[config.mk]
export PLATFORM = sky130hd
export DESIGN_NAME = seq_divider_flat
export DESIGN_NICKNAME = d
export VERILOG_FILES = /design/src/rtl/seq_divider_if.sv /design/src/rtl/seq_divider.sv /design/src/flat_wrapper.sv
export SDC_FILE = /design/constraint.sdc
export NUM_CORES = 1
export LEC_CHECK = 0
export ABC_AREA = 0
export CORE_ASPECT_RATIO = 1.4
export CORE_MARGIN = 5
export CORE_UTILIZATION = 57
export DETAILED_ROUTE_END_ITERATION = 8
export GPL_TIMING_DRIVEN = 0
export PLACE_DENSITY_LB_ADDON = 0.2
export SETUP_SLACK_MARGIN = 0.15
export SLEW_MARGIN = 20
export SYNTH_ARGS = -nofsm -noshare
export SYNTH_HDL_FRONTEND = slang
export SYNTH_SLANG_ARGS = --single-unit
[constraint.sdc]
create_clock -name clk -period 4 [get_ports clk]
set_input_delay 0.6 -clock clk [delete_from_list [all_inputs] [get_ports clk]]
set_output_delay 0.6 -clock clk [all_outputs]
set_load 0.1 [all_outputs]
[src/rtl/seq_divider_if.sv]
// seq_divider_if
//   Request/response bundle between the control unit and the sequential
//   divider.
//   start       : request, honoured only while busy is low
//   signed_op   : 1 = two's-complement divide, 0 = unsigned
//   dividend    : numerator, captured together with start
//   divisor     : denominator, captured together with start
//   busy        : an operation is in progress
//   done        : one-cycle pulse, quotient/remainder valid
//   div_by_zero : qualifies done, divisor was zero
//   quotient    : result destined for LO
//   remainder   : result destined for HI
//   The master modport is the requester (control unit or bench).
//   The slave modport is the divider.
interface seq_divider_if #(
  parameter int WIDTH = 32
);
  logic             start;
  logic             signed_op;
  logic [WIDTH-1:0] dividend;
  logic [WIDTH-1:0] divisor;
  logic             busy;
  logic             done;
  logic             div_by_zero;
  logic [WIDTH-1:0] quotient;
  logic [WIDTH-1:0] remainder;

  modport master (
    output start, signed_op, dividend, divisor,
    input  busy, done, div_by_zero, quotient, remainder
  );

  modport slave (
    input  start, signed_op, dividend, divisor,
    output busy, done, div_by_zero, quotient, remainder
  );
endinterface

[src/rtl/seq_divider.sv]
// seq_divider
//   Multi-cycle restoring divider. It produces one quotient bit per clock and
//   serves the DIV instruction: the quotient goes to LO and the remainder to HI.
//   Ports:
//     clk   : system clock, all state changes on the rising edge
//     rst_n : synchronous active-low reset, aborts any operation in flight
//     bus   : seq_divider_if.slave, carrying the start/busy/done handshake,
//             the operands and the results
//   Signed operands are divided as magnitudes and the signs are applied in a
//   final fixup cycle. The quotient truncates toward zero and the remainder
//   follows the dividend's sign. A zero divisor skips the iteration and returns
//   an all-ones quotient, with the raw dividend as the remainder.
module seq_divider #(
  parameter int WIDTH = 32
) (
  input  logic        clk,
  input  logic        rst_n,
  seq_divider_if.slave bus
);

  localparam int CW = $clog2(WIDTH + 1);
  localparam logic [CW-1:0] CNT_INIT = CW'(WIDTH);
  localparam logic [CW-1:0] CNT_ONE  = CW'(1);

  localparam logic [1:0] S_IDLE   = 2'd0;
  localparam logic [1:0] S_DIVIDE = 2'd1;
  localparam logic [1:0] S_FIXUP  = 2'd2;

  // Magnitude of an operand. -2^(WIDTH-1) maps onto itself, and that value
  // reads correctly as an unsigned 2^(WIDTH-1).
  function automatic logic [WIDTH-1:0] magnitude(input logic [WIDTH-1:0] v,
                                                 input logic             is_neg);
    logic [WIDTH-1:0] m;
    if (is_neg) begin
      m = (~v) + {{(WIDTH-1){1'b0}}, 1'b1};
    end else begin
      m = v;
    end
    return m;
  endfunction

  logic [1:0]       state_q,     state_d;
  logic [WIDTH-1:0] rem_q,       rem_d;        // working partial remainder
  logic [WIDTH-1:0] quo_q,       quo_d;        // dividend shifting out, quotient shifting in
  logic [WIDTH-1:0] dvsr_q,      dvsr_d;       // divisor magnitude
  logic [CW-1:0]    cnt_q,       cnt_d;
  logic             q_neg_q,     q_neg_d;
  logic             r_neg_q,     r_neg_d;
  logic             dz_pend_q,   dz_pend_d;
  logic             busy_q,      busy_d;
  logic             done_q,      done_d;
  logic             dz_q,        dz_d;
  logic [WIDTH-1:0] quotient_q,  quotient_d;
  logic [WIDTH-1:0] remainder_q, remainder_d;

  logic [WIDTH:0]   shifted_s;
  logic [WIDTH:0]   trial_s;
  logic             a_neg_s;
  logic             b_neg_s;

  // Next-state and datapath logic for the whole divider.
  always_comb begin
    state_d     = state_q;
    rem_d       = rem_q;
    quo_d       = quo_q;
    dvsr_d      = dvsr_q;
    cnt_d       = cnt_q;
    q_neg_d     = q_neg_q;
    r_neg_d     = r_neg_q;
    dz_pend_d   = dz_pend_q;
    busy_d      = busy_q;
    done_d      = 1'b0;
    dz_d        = dz_q;
    quotient_d  = quotient_q;
    remainder_d = remainder_q;

    a_neg_s   = bus.signed_op & bus.dividend[WIDTH-1];
    b_neg_s   = bus.signed_op & bus.divisor[WIDTH-1];
    // Shift {R,Q} left by one. The trial subtraction is WIDTH+1 bits wide,
    // and its top bit is the borrow (trial < 0).
    shifted_s = {rem_q, quo_q[WIDTH-1]};
    trial_s   = shifted_s - {1'b0, dvsr_q};

    case (state_q)
      S_IDLE: begin
        if (bus.start) begin
          busy_d  = 1'b1;
          dz_d    = 1'b0;
          cnt_d   = CNT_INIT;
          if (bus.divisor == {WIDTH{1'b0}}) begin
            // The working registers already hold the final result.
            // Fixup then only copies them out.
            rem_d     = bus.dividend;
            quo_d     = {WIDTH{1'b1}};
            dvsr_d    = {WIDTH{1'b0}};
            q_neg_d   = 1'b0;
            r_neg_d   = 1'b0;
            dz_pend_d = 1'b1;
            state_d   = S_FIXUP;
          end else begin
            rem_d     = {WIDTH{1'b0}};
            quo_d     = magnitude(bus.dividend, a_neg_s);
            dvsr_d    = magnitude(bus.divisor, b_neg_s);
            q_neg_d   = a_neg_s ^ b_neg_s;
            r_neg_d   = a_neg_s;
            dz_pend_d = 1'b0;
            state_d   = S_DIVIDE;
          end
        end else begin
          state_d = S_IDLE;
        end
      end

      S_DIVIDE: begin
        if (trial_s[WIDTH] == 1'b0) begin
          rem_d = trial_s[WIDTH-1:0];
          quo_d = {quo_q[WIDTH-2:0], 1'b1};
        end else begin
          rem_d = shifted_s[WIDTH-1:0];
          quo_d = {quo_q[WIDTH-2:0], 1'b0};
        end
        cnt_d = cnt_q - CNT_ONE;
        if (cnt_q == CNT_ONE) begin
          state_d = S_FIXUP;
        end else begin
          state_d = S_DIVIDE;
        end
      end

      S_FIXUP: begin
        quotient_d  = magnitude(quo_q, q_neg_q);
        remainder_d = magnitude(rem_q, r_neg_q);
        dz_d        = dz_pend_q;
        done_d      = 1'b1;
        busy_d      = 1'b0;
        state_d     = S_IDLE;
      end

      default: begin
        busy_d  = 1'b0;
        state_d = S_IDLE;
      end
    endcase
  end

  // State and output registers, with synchronous active-low reset.
  always_ff @(posedge clk) begin
    if (!rst_n) begin
      state_q     <= S_IDLE;
      rem_q       <= {WIDTH{1'b0}};
      quo_q       <= {WIDTH{1'b0}};
      dvsr_q      <= {WIDTH{1'b0}};
      cnt_q       <= {CW{1'b0}};
      q_neg_q     <= 1'b0;
      r_neg_q     <= 1'b0;
      dz_pend_q   <= 1'b0;
      busy_q      <= 1'b0;
      done_q      <= 1'b0;
      dz_q        <= 1'b0;
      quotient_q  <= {WIDTH{1'b0}};
      remainder_q <= {WIDTH{1'b0}};
    end else begin
      state_q     <= state_d;
      rem_q       <= rem_d;
      quo_q       <= quo_d;
      dvsr_q      <= dvsr_d;
      cnt_q       <= cnt_d;
      q_neg_q     <= q_neg_d;
      r_neg_q     <= r_neg_d;
      dz_pend_q   <= dz_pend_d;
      busy_q      <= busy_d;
      done_q      <= done_d;
      dz_q        <= dz_d;
      quotient_q  <= quotient_d;
      remainder_q <= remainder_d;
    end
  end

  assign bus.busy        = busy_q;
  assign bus.done        = done_q;
  assign bus.div_by_zero = dz_q;
  assign bus.quotient    = quotient_q;
  assign bus.remainder   = remainder_q;

endmodule

[src/flat_wrapper.sv]
// flat-port wrapper written by rule: the top's interface ports become plain ports
module seq_divider_flat 
#(
  parameter int WIDTH = 32
)
  (clk, rst_n, bus_start, bus_signed_op, bus_dividend, bus_divisor, bus_busy, bus_done, bus_div_by_zero, bus_quotient, bus_remainder);
  seq_divider_if #(.WIDTH(WIDTH)) bus_i ();
  input  logic clk;
  input  logic rst_n;
  input wire logic [$bits(bus_i.start)-1:0] bus_start;
  input wire logic [$bits(bus_i.signed_op)-1:0] bus_signed_op;
  input wire logic [$bits(bus_i.dividend)-1:0] bus_dividend;
  input wire logic [$bits(bus_i.divisor)-1:0] bus_divisor;
  output wire logic [$bits(bus_i.busy)-1:0] bus_busy;
  output wire logic [$bits(bus_i.done)-1:0] bus_done;
  output wire logic [$bits(bus_i.div_by_zero)-1:0] bus_div_by_zero;
  output wire logic [$bits(bus_i.quotient)-1:0] bus_quotient;
  output wire logic [$bits(bus_i.remainder)-1:0] bus_remainder;
  assign bus_i.start = bus_start;
  assign bus_i.signed_op = bus_signed_op;
  assign bus_i.dividend = bus_dividend;
  assign bus_i.divisor = bus_divisor;
  assign bus_busy = bus_i.busy;
  assign bus_done = bus_i.done;
  assign bus_div_by_zero = bus_i.div_by_zero;
  assign bus_quotient = bus_i.quotient;
  assign bus_remainder = bus_i.remainder;
  seq_divider #(.WIDTH(WIDTH)) u_core (.clk(clk), .rst_n(rst_n), .bus(bus_i));
endmodule
==> metrics <==
status finished, final reports clean; # diodes 0; slew margin rel. 0.3303; First DRT Iteration DRCs 1276; Net count, final 1740; number of register bits inferred by synthesis 174; PnR Total Power 6.407 mW; Root Driver sky130_fd_sc_hd__clkbuf_16; Avg Cell Area, Syn 7.590 um^2; cell with the largest stage delay on the worst path sky130_fd_sc_hd__fa_1; RR Endpoint u_core.rem_q[28]; RSZ-0062 raised after global routing no; crit path DAT 4090 ps; cell types with the largest area share after synthesis sky130_fd_sc_hd__dfxtp_1, sky130_fd_sc_hd__a21oi_1, sky130_fd_sc_hd__a211oi_1; depth of the most critical reg-to-reg path 13; Crit path required time 4340 ps; clock skew 13.38 ps; combinational family with the most area after synthesis compound AO/OA/AOI/OAI gates; number of top-level design ports 135; clock period minus final worst setup slack 3751 ps; Syn. warnings 0; multiplexer area fraction after synthesis 0.008120; cells resized by post-CTS repair 14; critical path startpoint u_core.quo_q[31]; max-capacitance violation count 0; standard cell core area 19290 um^2; most common cell in the netlist sky130_fd_sc_hd__dfxtp_1; Achievable Freq 0.2666 GHz; height of the die 176.2 um; cell family with the largest share of critical-path delay compound AO/OA/AOI/OAI gates; final WL 42.81 mm; r2r setup slk 250 ps; share of synthesized cell area in full adder, half adder and majority cells 0.04405; CTS max path bufs 2; Least-Margin Pin Slew 1001 ps; type of the worst min-delay path reg2reg; largest area contributor in the netlist sky130_fd_sc_hd__dfxtp_1; ratio of final minimum period to clock period 0.9379; overall track demand over capacity in global routing 0.3686; H-tree depth 4; count of flip-flops with a built-in enable after synthesis 0; IR drop worst, VDD 0.3165 mV; category of the worst setup path launch point flop; Final Hold Violating Endpoints 0; Cell Area, Synth 11250 um^2; average detailed-routed wire length per instance 22.61 um; startpoint of the worst register-to-register path u_core.quo_q[31]; share of synthesized registers carrying an async set or reset 0; DRC violation count after routing 0; Sink Count 174; number of global-route vias before repair 12040; Layout Area Growth over Synthesis 21.27%; hold path startpoint u_core.bus.remainder[30]; largest fanout of any net on the critical path 10; end point of the critical path u_core.rem_q[28]; Crit Path Category reg2reg; clock tree from TritonCTS built; commonest cells in the synthesized netlist sky130_fd_sc_hd__dfxtp_1, sky130_fd_sc_hd__nor2_1, sky130_fd_sc_hd__a21oi_1; overall die width 128.7 um; total power divided by cell area 469.7 nW/um^2; count of final setup violators 0; leading register cell type out of synthesis sky130_fd_sc_hd__dfxtp_1; Via density 6.520; tightest hold margin 453.1 ps; Slew Viols, Final 0; first-pass GRT wire length 64.76 mm; number of buffers inserted for hold repair after clock tree synthesis 0; Post-CTS Setup Repair Bufs 0; post-CTS clock slew at the launch and capture registers of the worst setup and hold paths 70 ps; Leakage Power 4.811 nW; post-synthesis compound-gate area fraction 0.2831; Initial DRT Pass Iterations 9; clock buffers created by TritonCTS 17; sequential fraction of the synthesis area 0.3097; number of distinct library cell variants in the gate-level netlist after synthesis 61; number of buffers added on ports 134; number of antenna violations at the first check in global routing 0; ANT nets after route 0; cell total after placement 1864; half-perimeter wire length after detailed placement 33.40 mm; total vias in the final route 12340; fraction of post-synthesis cell area in the top cell type by area 0.3097; maximum single-stage delay on the critical path 410 ps; CP Cell Sequence inv_1 -> ha_1 -> fa_1 -> nand2b_1 -> a21o_1 -> a211oi_1 -> a211o_2 -> a41oi_4 -> o221a_2 -> nand2_2 -> clkbuf_2 -> nand2_1 -> a311oi_1; post-synthesis net count 1589; clock latency reported for the late side of the worst-skew pair 450 ps; fraction of the mapped netlist area in simple logic gates 0.1928; Critical path buffers and inverters 2; sort of element at the end of the critical path flop; GPL Wtd Cong 1.032; non-filler cells in the finished layout 1893; share of the synthesized netlist area taken by xor and xnor gates 0.1059; count of cell instances traversed by the critical path 13; maximum number of pins on one net before global-route repair 17; share of cells above drive strength 1 0.04620; pre-CTS worst setup slack -849.1 ps; starting density of the core 0.5830; Row Count 60; GR Overflow Total 0; worst path setup slack after routing 248.5 ps; number of standard cells after synthesis 1482; Die Footprint 22680 um^2
## layout make-up
type	instances	area, um^2
multi-input cells	1143	7238
fillers	1661	5653
flip-flops and latches	174	3485
repair buffers	134	1341
clock buffers	17	425.4
plain buffers	97	390.4
well taps	248	310.3
inverters	66	247.7
clock inverters	14	202.7
## registers in the layout (all words and copies together) (netlist names)
| name | count |
|---|---|
| u_core.bus.quotient | 32 |
| u_core.bus.remainder | 32 |
| u_core.dvsr_q | 32 |
| u_core.quo_q | 32 |
| u_core.rem_q | 32 |
| u_core.cnt_q | 6 |
| u_core.state_q | 2 |
| u_core.bus.busy | 1 |
| u_core.bus.div_by_zero | 1 |
| u_core.bus.done | 1 |
| u_core.dz_pend_q | 1 |
| u_core.q_neg_q | 1 |
| u_core.r_neg_q | 1 |
## worst min path at each step
stage / end / slack (ps) / depth (start not counted)
2_1_floorplan: u_core.dvsr_q[18] / 430 / 2
3_3_place_gp: u_core.bus.quotient[30] / 440 / 2
3_5_place_dp: u_core.bus.quotient[29] / 440 / 2
4_1_cts: u_core.dvsr_q[23] / 450 / 2
5_1_grt: u_core.dvsr_q[23] / 470 / 2
6_report: u_core.bus.remainder[30] / 450 / 2
## per-stage QoR
stage | setup TNS [ps] | util | instance area (um^2)
2_1_floorplan | 0 | - | 11250
3_3_place_gp | -35300 | 0.6686 | 12900
3_5_place_dp | -33990 | 0.6686 | 12900
4_1_cts | 0 | 0.7044 | 13590
5_1_grt | 0 | 0.7070 | 13640
6_report | 0 | 0.7070 | 13640
## logic make-up after synthesis
logic type / count (synthesis)
AOI/OAI and AO/OA: 495
xor gates and xnor gates: 136
buffers and inverters: 165
adders and majority gates: 39
DFF: 174
and+or+nand+nor: 464
muxes: 9
## report_power, final
| part | internal (mW) | switching (mW) | leakage, nW | total [mW] |
|---|---|---|---|---|
| Sequential | 1.87 | 0.202 | 1.42 | 2.07 |
| Combinational | 0.904 | 1.60 | 3.08 | 2.50 |
| Clock | 1.06 | 0.778 | 0.311 | 1.84 |
| Total | 3.83 | 2.58 | 4.81 | 6.41 |
## layout by cell type, fill, tap and decap left out, types with 5 or more instances in the layout
| cell | synthesis | layout |
|---|---|---|
| sky130_fd_sc_hd__a211oi_1 | 95 | 95 |
| sky130_fd_sc_hd__a21o_1 | 21 | 21 |
| sky130_fd_sc_hd__a21oi_1 | 144 | 144 |
| sky130_fd_sc_hd__a221oi_1 | 18 | 18 |
| sky130_fd_sc_hd__a311oi_1 | 17 | 17 |
| sky130_fd_sc_hd__a31oi_1 | 18 | 17 |
| sky130_fd_sc_hd__and2_1 | 6 | 6 |
| sky130_fd_sc_hd__and3_1 | 11 | 11 |
| sky130_fd_sc_hd__buf_1 | 6 | 5 |
| sky130_fd_sc_hd__clkbuf_1 | 88 | 78 |
| sky130_fd_sc_hd__clkbuf_16 | 0 | 17 |
| sky130_fd_sc_hd__clkbuf_2 | 0 | 9 |
| sky130_fd_sc_hd__clkdlybuf4s50_1 | 0 | 134 |
| sky130_fd_sc_hd__dfxtp_1 | 174 | 173 |
| sky130_fd_sc_hd__ha_1 | 38 | 38 |
| sky130_fd_sc_hd__inv_1 | 66 | 66 |
| sky130_fd_sc_hd__inv_6 | 0 | 5 |
| sky130_fd_sc_hd__mux2i_1 | 8 | 8 |
| sky130_fd_sc_hd__nand2_1 | 129 | 128 |
| sky130_fd_sc_hd__nand2b_1 | 11 | 11 |
| sky130_fd_sc_hd__nand3_1 | 31 | 30 |
| sky130_fd_sc_hd__nand4_1 | 7 | 7 |
| sky130_fd_sc_hd__nor2_1 | 149 | 149 |
| sky130_fd_sc_hd__nor2b_1 | 8 | 8 |
| sky130_fd_sc_hd__nor3_1 | 47 | 46 |
| sky130_fd_sc_hd__nor4_1 | 15 | 11 |
| sky130_fd_sc_hd__o211ai_1 | 9 | 9 |
| sky130_fd_sc_hd__o21ai_0 | 102 | 101 |
| sky130_fd_sc_hd__o221ai_1 | 8 | 7 |
| sky130_fd_sc_hd__o31ai_1 | 24 | 24 |
| sky130_fd_sc_hd__o41ai_1 | 14 | 14 |
| sky130_fd_sc_hd__or3_1 | 18 | 18 |
| sky130_fd_sc_hd__or4_1 | 13 | 13 |
| sky130_fd_sc_hd__xnor2_1 | 64 | 64 |
| sky130_fd_sc_hd__xor2_1 | 72 | 72 |
## tightest hold or removal path, cell delays in order (launching register included)
cell and delay (ps):
sky130_fd_sc_hd__dfxtp_1 310, sky130_fd_sc_hd__nand2_1 50, sky130_fd_sc_hd__a21oi_1 50
## layer usage
| metal | vias to the layer above | GRT usage | wire length (um) |
|---|---|---|---|
| met2 | 794 | 0.6388 | 20620 |
| met5 | - | 0 | 0 |
| met3 | 275 | 0.07536 | 3809 |
| met4 | 0 | 0.2771 | 3767 |
| met1 | 5579 | 0.3858 | 14610 |
| li1 | 5695 | - | - |
Power figures use the tool's default switching activity.
